**src/rtl/chk_pkg.sv**
```systemverilog
// Constants shared between the result checker and the stim block.
package chk_pkg;
    localparam logic [4:0]  SC_CMD_IDLE    = 5'b00000;
    localparam logic [4:0]  SC_CMD_BITMASK = 5'b00001;

    localparam logic [1:0]  ST_IDLE   = 2'd0;
    localparam logic [1:0]  ST_WR_REC = 2'd1;
    localparam logic [1:0]  ST_WR_SUM = 2'd2;
    localparam logic [1:0]  ST_DONE   = 2'd3;

    localparam logic [15:0] SUM_MARKER = 16'hFFFF;
    localparam int          REC_WORDS  = 4;
endpackage

```
**src/rtl/check_if.sv**
```systemverilog
// FIFO pop, stim control and Avalon write-master signals of the checker.
interface check_if #(
    parameter int ADDR_WIDTH = 20,
    parameter int DATA_WIDTH = 16,
    parameter int BE_WIDTH   = DATA_WIDTH / 8,
    parameter int STF_WIDTH  = 24,
    parameter int CHF_WIDTH  = STF_WIDTH + ADDR_WIDTH,
    parameter int SCC_WIDTH  = 5,
    parameter int SCD_WIDTH  = 24
);
    logic [CHF_WIDTH-1:0]  cfifo_data;
    logic                  cfifo_rdreq;
    logic                  cfifo_rdempty;
    logic [STF_WIDTH-1:0]  rfifo_data;
    logic                  rfifo_rdreq;
    logic                  rfifo_rdempty;
    logic [SCC_WIDTH-1:0]  sc_cmd;
    logic [SCD_WIDTH-1:0]  sc_data;
    logic                  sc_ready;
    logic [ADDR_WIDTH-1:0] mem_address;
    logic [BE_WIDTH-1:0]   mem_byteenable;
    logic                  mem_write;
    logic [DATA_WIDTH-1:0] mem_writedata;
    logic                  mem_waitrequest;

    modport master (
        input  cfifo_data, cfifo_rdempty, rfifo_data, rfifo_rdempty,
               sc_cmd, sc_data, mem_waitrequest,
        output cfifo_rdreq, rfifo_rdreq, sc_ready,
               mem_address, mem_byteenable, mem_write, mem_writedata
    );

    modport slave (
        output cfifo_data, cfifo_rdempty, rfifo_data, rfifo_rdempty,
               sc_cmd, sc_data, mem_waitrequest,
        input  cfifo_rdreq, rfifo_rdreq, sc_ready,
               mem_address, mem_byteenable, mem_write, mem_writedata
    );
endinterface

```
**src/rtl/check_rec_fmt.sv**
```systemverilog
// Selects the memory word for the current record/summary word index.
module rec_fmt
    import chk_pkg::*;
(
    input  logic [1:0]  state_i,
    input  logic [1:0]  w_i,
    input  logic        fail_i,
    input  logic [23:0] act_i,
    input  logic [19:0] vaddr_i,
    input  logic [15:0] fail_cnt_i,
    input  logic [15:0] pass_cnt_i,
    output logic [15:0] wdata_o
);
    always_comb begin
        wdata_o = '0;
        if (state_i == ST_WR_REC) begin
            case (w_i)
                2'd0:    wdata_o = {fail_i, 7'b0, act_i[23:16]};
                2'd1:    wdata_o = act_i[15:0];
                2'd2:    wdata_o = {12'b0, vaddr_i[19:16]};
                default: wdata_o = vaddr_i[15:0];
            endcase
        end else if (state_i == ST_WR_SUM) begin
            case (w_i)
                2'd0:    wdata_o = SUM_MARKER;
                2'd1:    wdata_o = fail_cnt_i;
                2'd2:    wdata_o = pass_cnt_i;
                default: wdata_o = '0;
            endcase
        end
    end
endmodule

```
**src/rtl/check.sv**
```systemverilog
// Result checker: compares expected/actual vector pairs under a bitmask and
// logs a 4-word record per vector, then a summary record, to external memory.
//   state     | meaning
//   ST_IDLE   | waiting for a FIFO pair, or for stim_done with both FIFOs empty
//   ST_WR_REC | writing the 4-word result record of the latched pair
//   ST_WR_SUM | writing the 4-word summary record
//   ST_DONE   | summary written; leaves when stim_done drops
module check
    import chk_pkg::*;
#(
    parameter int ADDR_WIDTH = 20,
    parameter int DATA_WIDTH = 16,
    parameter int BE_WIDTH   = DATA_WIDTH / 8,
    parameter int STF_WIDTH  = 24,
    parameter int CHF_WIDTH  = STF_WIDTH + ADDR_WIDTH,
    parameter int SCC_WIDTH  = 5,
    parameter int SCD_WIDTH  = 24,
    parameter int CNT_WIDTH  = 16,
    parameter logic [ADDR_WIDTH-1:0] RES_BASE = 'h80000
) (
    input  logic    clock,
    input  logic    reset_n,
    input  logic    stim_done,
    output logic    done,
    check_if.master bus
);
    localparam logic [1:0] LAST_W = 2'(REC_WORDS - 1);

    logic [1:0]            state_q, state_d;
    logic [1:0]            w_q, w_d;
    logic [ADDR_WIDTH-1:0] wr_ptr_q, wr_ptr_d;
    logic [STF_WIDTH-1:0]  act_q, act_d;
    logic [STF_WIDTH-1:0]  mask_q, mask_d, mask_eff;
    logic [ADDR_WIDTH-1:0] vaddr_q, vaddr_d;
    logic                  fail_q, fail_d;
    logic [CNT_WIDTH-1:0]  pass_q, pass_d, fcnt_q, fcnt_d;
    logic                  pop, accept, mask_ld, both_empty;

    // A mask written in the pop cycle already applies to that compare.
    assign mask_ld    = (bus.sc_cmd == SC_CMD_BITMASK);
    assign mask_eff   = mask_ld ? bus.sc_data : mask_q;
    assign both_empty = bus.cfifo_rdempty && bus.rfifo_rdempty;
    assign pop        = reset_n && (state_q == ST_IDLE) && !bus.cfifo_rdempty && !bus.rfifo_rdempty;
    assign accept     = bus.mem_write && !bus.mem_waitrequest;

    always_comb begin
        state_d  = state_q;
        w_d      = w_q;
        wr_ptr_d = wr_ptr_q;
        act_d    = act_q;
        vaddr_d  = vaddr_q;
        fail_d   = fail_q;
        pass_d   = pass_q;
        fcnt_d   = fcnt_q;
        mask_d   = mask_eff;
        case (state_q)
            ST_IDLE: begin
                if (pop) begin
                    act_d   = bus.rfifo_data;
                    vaddr_d = bus.cfifo_data[ADDR_WIDTH-1:0];
                    fail_d  = |((bus.cfifo_data[CHF_WIDTH-1:ADDR_WIDTH] ^ bus.rfifo_data) & mask_eff);
                    state_d = ST_WR_REC;
                end else if (stim_done && both_empty) begin
                    state_d = ST_WR_SUM;
                end
            end
            ST_WR_REC, ST_WR_SUM: begin
                if (accept) begin
                    wr_ptr_d = wr_ptr_q + 1'b1;
                    w_d      = w_q + 2'd1;
                    if (w_q == LAST_W) begin
                        if (state_q == ST_WR_SUM) begin
                            state_d = ST_DONE;
                        end else begin
                            state_d = ST_IDLE;
                            if (fail_q) fcnt_d = (&fcnt_q) ? fcnt_q : fcnt_q + 1'b1;
                            else        pass_d = (&pass_q) ? pass_q : pass_q + 1'b1;
                        end
                    end
                end
            end
            default: begin
                if (!stim_done) begin
                    wr_ptr_d = '0;
                    pass_d   = '0;
                    fcnt_d   = '0;
                    mask_d   = mask_ld ? bus.sc_data : '1;
                    state_d  = ST_IDLE;
                end
            end
        endcase
    end

    always_ff @(posedge clock or negedge reset_n) begin
        if (!reset_n) begin
            state_q  <= ST_IDLE;
            w_q      <= '0;
            wr_ptr_q <= '0;
            act_q    <= '0;
            vaddr_q  <= '0;
            fail_q   <= 1'b0;
            pass_q   <= '0;
            fcnt_q   <= '0;
            mask_q   <= '1;
        end else begin
            state_q  <= state_d;
            w_q      <= w_d;
            wr_ptr_q <= wr_ptr_d;
            act_q    <= act_d;
            vaddr_q  <= vaddr_d;
            fail_q   <= fail_d;
            pass_q   <= pass_d;
            fcnt_q   <= fcnt_d;
            mask_q   <= mask_d;
        end
    end

    rec_fmt u_rec_fmt (
        .state_i    (state_q),
        .w_i        (w_q),
        .fail_i     (fail_q),
        .act_i      (act_q),
        .vaddr_i    (vaddr_q),
        .fail_cnt_i (fcnt_q),
        .pass_cnt_i (pass_q),
        .wdata_o    (bus.mem_writedata)
    );

    assign bus.cfifo_rdreq    = pop;
    assign bus.rfifo_rdreq    = pop;
    assign bus.sc_ready       = (state_q == ST_IDLE);
    assign bus.mem_write      = (state_q == ST_WR_REC) || (state_q == ST_WR_SUM);
    assign bus.mem_address    = RES_BASE + wr_ptr_q;
    assign bus.mem_byteenable = '1;
    assign done               = (state_q == ST_DONE);
endmodule

```
**src/flat_wrapper.sv**
```systemverilog
// flat-port wrapper written by rule: the top's interface ports become plain ports
module check_flat import chk_pkg::*;
#(
    parameter int ADDR_WIDTH = 20,
    parameter int DATA_WIDTH = 16,
    parameter int BE_WIDTH   = DATA_WIDTH / 8,
    parameter int STF_WIDTH  = 24,
    parameter int CHF_WIDTH  = STF_WIDTH + ADDR_WIDTH,
    parameter int SCC_WIDTH  = 5,
    parameter int SCD_WIDTH  = 24,
    parameter int CNT_WIDTH  = 16,
    parameter logic [ADDR_WIDTH-1:0] RES_BASE = 'h80000
)
  (clock, reset_n, stim_done, done, bus_cfifo_data, bus_cfifo_rdempty, bus_rfifo_data, bus_rfifo_rdempty, bus_sc_cmd, bus_sc_data, bus_mem_waitrequest, bus_cfifo_rdreq, bus_rfifo_rdreq, bus_sc_ready, bus_mem_address, bus_mem_byteenable, bus_mem_write, bus_mem_writedata);
  check_if #(.ADDR_WIDTH(ADDR_WIDTH), .DATA_WIDTH(DATA_WIDTH), .BE_WIDTH(BE_WIDTH), .STF_WIDTH(STF_WIDTH), .CHF_WIDTH(CHF_WIDTH), .SCC_WIDTH(SCC_WIDTH), .SCD_WIDTH(SCD_WIDTH)) bus_i ();
  input  logic clock;
  input  logic reset_n;
  input  logic stim_done;
  output logic done;
  input wire logic [$bits(bus_i.cfifo_data)-1:0] bus_cfifo_data;
  input wire logic [$bits(bus_i.cfifo_rdempty)-1:0] bus_cfifo_rdempty;
  input wire logic [$bits(bus_i.rfifo_data)-1:0] bus_rfifo_data;
  input wire logic [$bits(bus_i.rfifo_rdempty)-1:0] bus_rfifo_rdempty;
  input wire logic [$bits(bus_i.sc_cmd)-1:0] bus_sc_cmd;
  input wire logic [$bits(bus_i.sc_data)-1:0] bus_sc_data;
  input wire logic [$bits(bus_i.mem_waitrequest)-1:0] bus_mem_waitrequest;
  output wire logic [$bits(bus_i.cfifo_rdreq)-1:0] bus_cfifo_rdreq;
  output wire logic [$bits(bus_i.rfifo_rdreq)-1:0] bus_rfifo_rdreq;
  output wire logic [$bits(bus_i.sc_ready)-1:0] bus_sc_ready;
  output wire logic [$bits(bus_i.mem_address)-1:0] bus_mem_address;
  output wire logic [$bits(bus_i.mem_byteenable)-1:0] bus_mem_byteenable;
  output wire logic [$bits(bus_i.mem_write)-1:0] bus_mem_write;
  output wire logic [$bits(bus_i.mem_writedata)-1:0] bus_mem_writedata;
  assign bus_i.cfifo_data = bus_cfifo_data;
  assign bus_i.cfifo_rdempty = bus_cfifo_rdempty;
  assign bus_i.rfifo_data = bus_rfifo_data;
  assign bus_i.rfifo_rdempty = bus_rfifo_rdempty;
  assign bus_i.sc_cmd = bus_sc_cmd;
  assign bus_i.sc_data = bus_sc_data;
  assign bus_i.mem_waitrequest = bus_mem_waitrequest;
  assign bus_cfifo_rdreq = bus_i.cfifo_rdreq;
  assign bus_rfifo_rdreq = bus_i.rfifo_rdreq;
  assign bus_sc_ready = bus_i.sc_ready;
  assign bus_mem_address = bus_i.mem_address;
  assign bus_mem_byteenable = bus_i.mem_byteenable;
  assign bus_mem_write = bus_i.mem_write;
  assign bus_mem_writedata = bus_i.mem_writedata;
  check #(.ADDR_WIDTH(ADDR_WIDTH), .DATA_WIDTH(DATA_WIDTH), .BE_WIDTH(BE_WIDTH), .STF_WIDTH(STF_WIDTH), .CHF_WIDTH(CHF_WIDTH), .SCC_WIDTH(SCC_WIDTH), .SCD_WIDTH(SCD_WIDTH), .CNT_WIDTH(CNT_WIDTH), .RES_BASE(RES_BASE)) u_core (.clock(clock), .reset_n(reset_n), .stim_done(stim_done), .done(done), .bus(bus_i));
endmodule
```
**config.mk**
```make
export PLATFORM = sky130hd
export DESIGN_NAME = check_flat
export DESIGN_NICKNAME = d
export VERILOG_FILES = /design/src/rtl/chk_pkg.sv /design/src/rtl/check_if.sv /design/src/rtl/check_rec_fmt.sv /design/src/rtl/check.sv /design/src/flat_wrapper.sv
export SDC_FILE = /design/constraint.sdc
export NUM_CORES = 1
export LEC_CHECK = 0
export CAP_MARGIN = 25
export CORE_MARGIN = 4
export CORE_UTILIZATION = 46
export DETAILED_ROUTE_END_ITERATION = 8
export GPL_TIMING_DRIVEN = 0
export PLACE_DENSITY = 0.73
export SETUP_SLACK_MARGIN = 0.5
export SYNTH_ARGS = -nofsm -noshare
export SYNTH_HDL_FRONTEND = slang
export SYNTH_SLANG_ARGS = --single-unit
```
**constraint.sdc**
```tcl
create_clock -name clock -period 3 [get_ports clock]
set_input_delay 0.45 -clock clock [delete_from_list [all_inputs] [get_ports clock]]
set_output_delay 0.45 -clock clock [all_outputs]
set_load 0.01 [all_outputs]
```
==> impl_metrics.toml <==
[worst_setup_path]
cp-start-kind = "register"
path_class = "reg -> out"
cp.required_ps = 2550
end_kind = "primary output"
crit_fanout = 6
cp.arrival_ps = 2110

[pwr]
p_sw_frac = 0.360
seq_power_share = 0.338
p_int_mw = 5.25
peakVddDrop_mv = 0.525
leakage_nw = 4.16
p_sw_mw = 2.95
p_comb_frac = 0.432
p_clk_frac = 0.230
p_per_area_nw_per_um2 = 835

[grt]
antenna_found_initial = 0
grt_overflow = 0
grt_max_degree = 43
grt_pass1_wl_um = 33800
grt_pass1_vias = 6601
track_usage = 0.242

[synth]
synth-main-ff-cell = "dfrtp_1"
synth.distinct_cells = 61
syn_area_sq_um = 7050
yosysTopAreaCell = "dfrtp_1"
ys_seq_area_frac = 0.448
synthTopCellsByArea = "dfrtp_1, dfstp_2, mux2_2"
synth_edf_count = 0
syn_avg_cell_area_sq_um = 9.98
synth_top_area_share = 0.359
yosysWarnings = 0
synth_cells = 706
synth.most_common_cell = "dfrtp_1"
ys_seq_elements = 125
yosys-top-cells-count = "dfrtp_1, nand2_1, nor2_1"
async_flop_share = 1.00

[layout]
final_cells = 1093
post-route-util = 0.665
layout-drive-gt1-share = 0.275
fin_nets = 1011
syn2layout_area_growth_pct = 39.3
antenna_cells = 0

[die]
rows = 44
core_area_sq_um = 14800
dieArea_sq_um = 17400
ioPinCount = 146
start_util = 0.478
die_w_um = 132
die_h_um = 132

[clocking]
cts_buffer_depth = 2
htree_levels = 4
path_clk_slew_ps = 50
cts_buffers = 17
clockRootBuffer = "clkbuf_16"
cts.sinks = 125
insertion_delay_ps = 420
cts_tree = "built"

[sta]
drv_slew = 0
tns_ps = 0
finalSetupViolCount = 0
slew_headroom = 0.608
min_period_ps = 2560
worstMarginPinSlew_ps = 583
rsz0062_at_grt = "true"
fmax_ghz = 0.391
finClkSkew_ps = 5.56
post-route-period-util = 0.854
final-hold-violation-count = 0

[routing]
drt_wl_total_um = 21200
drc = 0
wl_per_cell_um = 19.4
dr.pass1.iters = 7
dr_wl_met3_um = 1460
ant_nets = 0
route.top_layer_used = "met4"
via_count = 6292
vias_per_cell = 5.76
wl_met2_um = 10600
drt_iter0_markers = 439
wl_met1_um = 8360

[placement]
place_inst = 1034
io_buffers = 142
dp_hpwl_um = 15200
routabilityCongestion = 0.920

[worst_hold_path]
hold_path_class = "in -> async"

[run]
drv_cap = 0

[outcome]
run_status = "complete, no violations"
path summary, 6_finish.rpt:
path	slack (ps)	from	end	cells past startpoint
setup / recovery	440	u_core.w_q[0]$_DFFE_PN0P_	bus_mem_writedata[6]	7
hold / removal	60	reset_n	u_core.mask_q[18]$_DFF_PN1_	1
setup reg to reg	570	u_core.state_q[0]$_DFFE_PN0P_	u_core.fcnt_q[3]$_DFFE_PN0P_	9
hold reg to reg	510	u_core.act_q[15]$_DFFE_PN0P_	u_core.act_q[15]$_DFFE_PN0P_	1
max in group asynchronous	2550	reset_n	u_core.w_q[0]$_DFFE_PN0P_	2
min in group clock	380	bus_mem_waitrequest	u_core.wr_ptr_q[0]$_DFFE_PN0P_	3
state kept, by name, indices dropped and copies added (netlist names):
signal           count
u_core.w_q           2
u_core.state_q       2
u_core.vaddr_q      20
u_core.mask_q       24
u_core.pass_q       16
u_core.fcnt_q       16
u_core.fail_q        1
u_core.wr_ptr_q     20
u_core.act_q        24
metal layers:
metal / vias up / track usage
li1: 2896 / -
met1: 3049 / 0.289
met2: 283 / 0.408
met3: 64 / 0.0611
met4: 0 / 0.122
met5: - / 0
cells in the final DEF, fill, tap and decap left out, types with 8 or more instances in the layout:
cell type	count
clkdlybuf4s50_1	123
dfrtp_1	99
nand2_1	85
nor2_1	57
mux2_2	44
buf_4	43
o21ai_0	40
xor2_1	38
xnor2_1	27
dfstp_2	24
buf_2	23
clkbuf_16	19
nand3_1	18
nand4_1	17
nor3_1	15
a22o_1	14
buf_6	12
clkbuf_1	12
a222oi_1	10
a21oi_1	10
a221o_1	9
inv_1	9
o21ai_2	8
per-stage QoR:
stage | worst slack (ps) | area, sq um | hold WS, ps | power [mW]
after floorplan | 628 | 7050 | 154 | 4.42
after global placement | -4660 | 8700 | 490 | 5.44
after detailed placement | -469 | 8730 | 408 | 5.56
after CTS | 443 | 9630 | 39.4 | 7.85
after global routing | 380 | 9820 | 49.2 | 8.63
final | 439 | 9820 | 55.6 | 8.20
final cells by class:
type / instances / area (sq um)
plain buffers: 59 / 495
clock buffers: 26 / 509
clock inverters: 6 / 35.0
fillers: 1147 / 4940
inverters: 14 / 60.1
multi-input cells: 510 / 3710
flip-flops and latches: 125 / 3160
well taps: 184 / 230
repair buffers: 169 / 1620
critical path, cell delays in order, from the launching register on:
cell       delay, ps
dfrtp_2          460
ha_4             190
buf_8            130
clkbuf_16        150
a221o_1          330
a22oi_2          210
o21ai_1           80
buf_2            150
timing repair:
| item | in CTS | in global routing |
|---|---|---|
| resized for setup | 148 | 43 |
| gates cloned | 2 | 3 |
| setup endpoints to repair | 41 | 31 |
| hold endpoints to repair | 38 | 0 |
| hold buffers | 1 | 0 |
| pin swaps | 8 | 13 |
| setup buffers | 12 | 9 |
cell families (layout without fill, tap and decap cells):
group	count (synthesis)	count (layout)	synth area share
xor gates and xnor gates	65	65	0.0808
and+or+nand+nor	247	247	0.182
DFF	125	125	0.448
other	1	2	0.000532
buffers and inverters	73	274	0.0563
AOI/OAI and AO/OA	135	136	0.134
adders and majority gates	12	12	0.0213
muxes	48	48	0.0767
power by group through the flow:
stage          Combinational, mW  Clock [mW]  Sequential, mW
6_report                    3.54        1.88            2.77
5_1_grt                     3.81        1.99            2.83
4_1_cts                     3.21        1.90            2.74
2_1_floorplan               1.81           0            2.61
3_3_place_gp                2.70           0            2.73
3_5_place_dp                2.80           0            2.76
(Power assumes the default switching activity.)
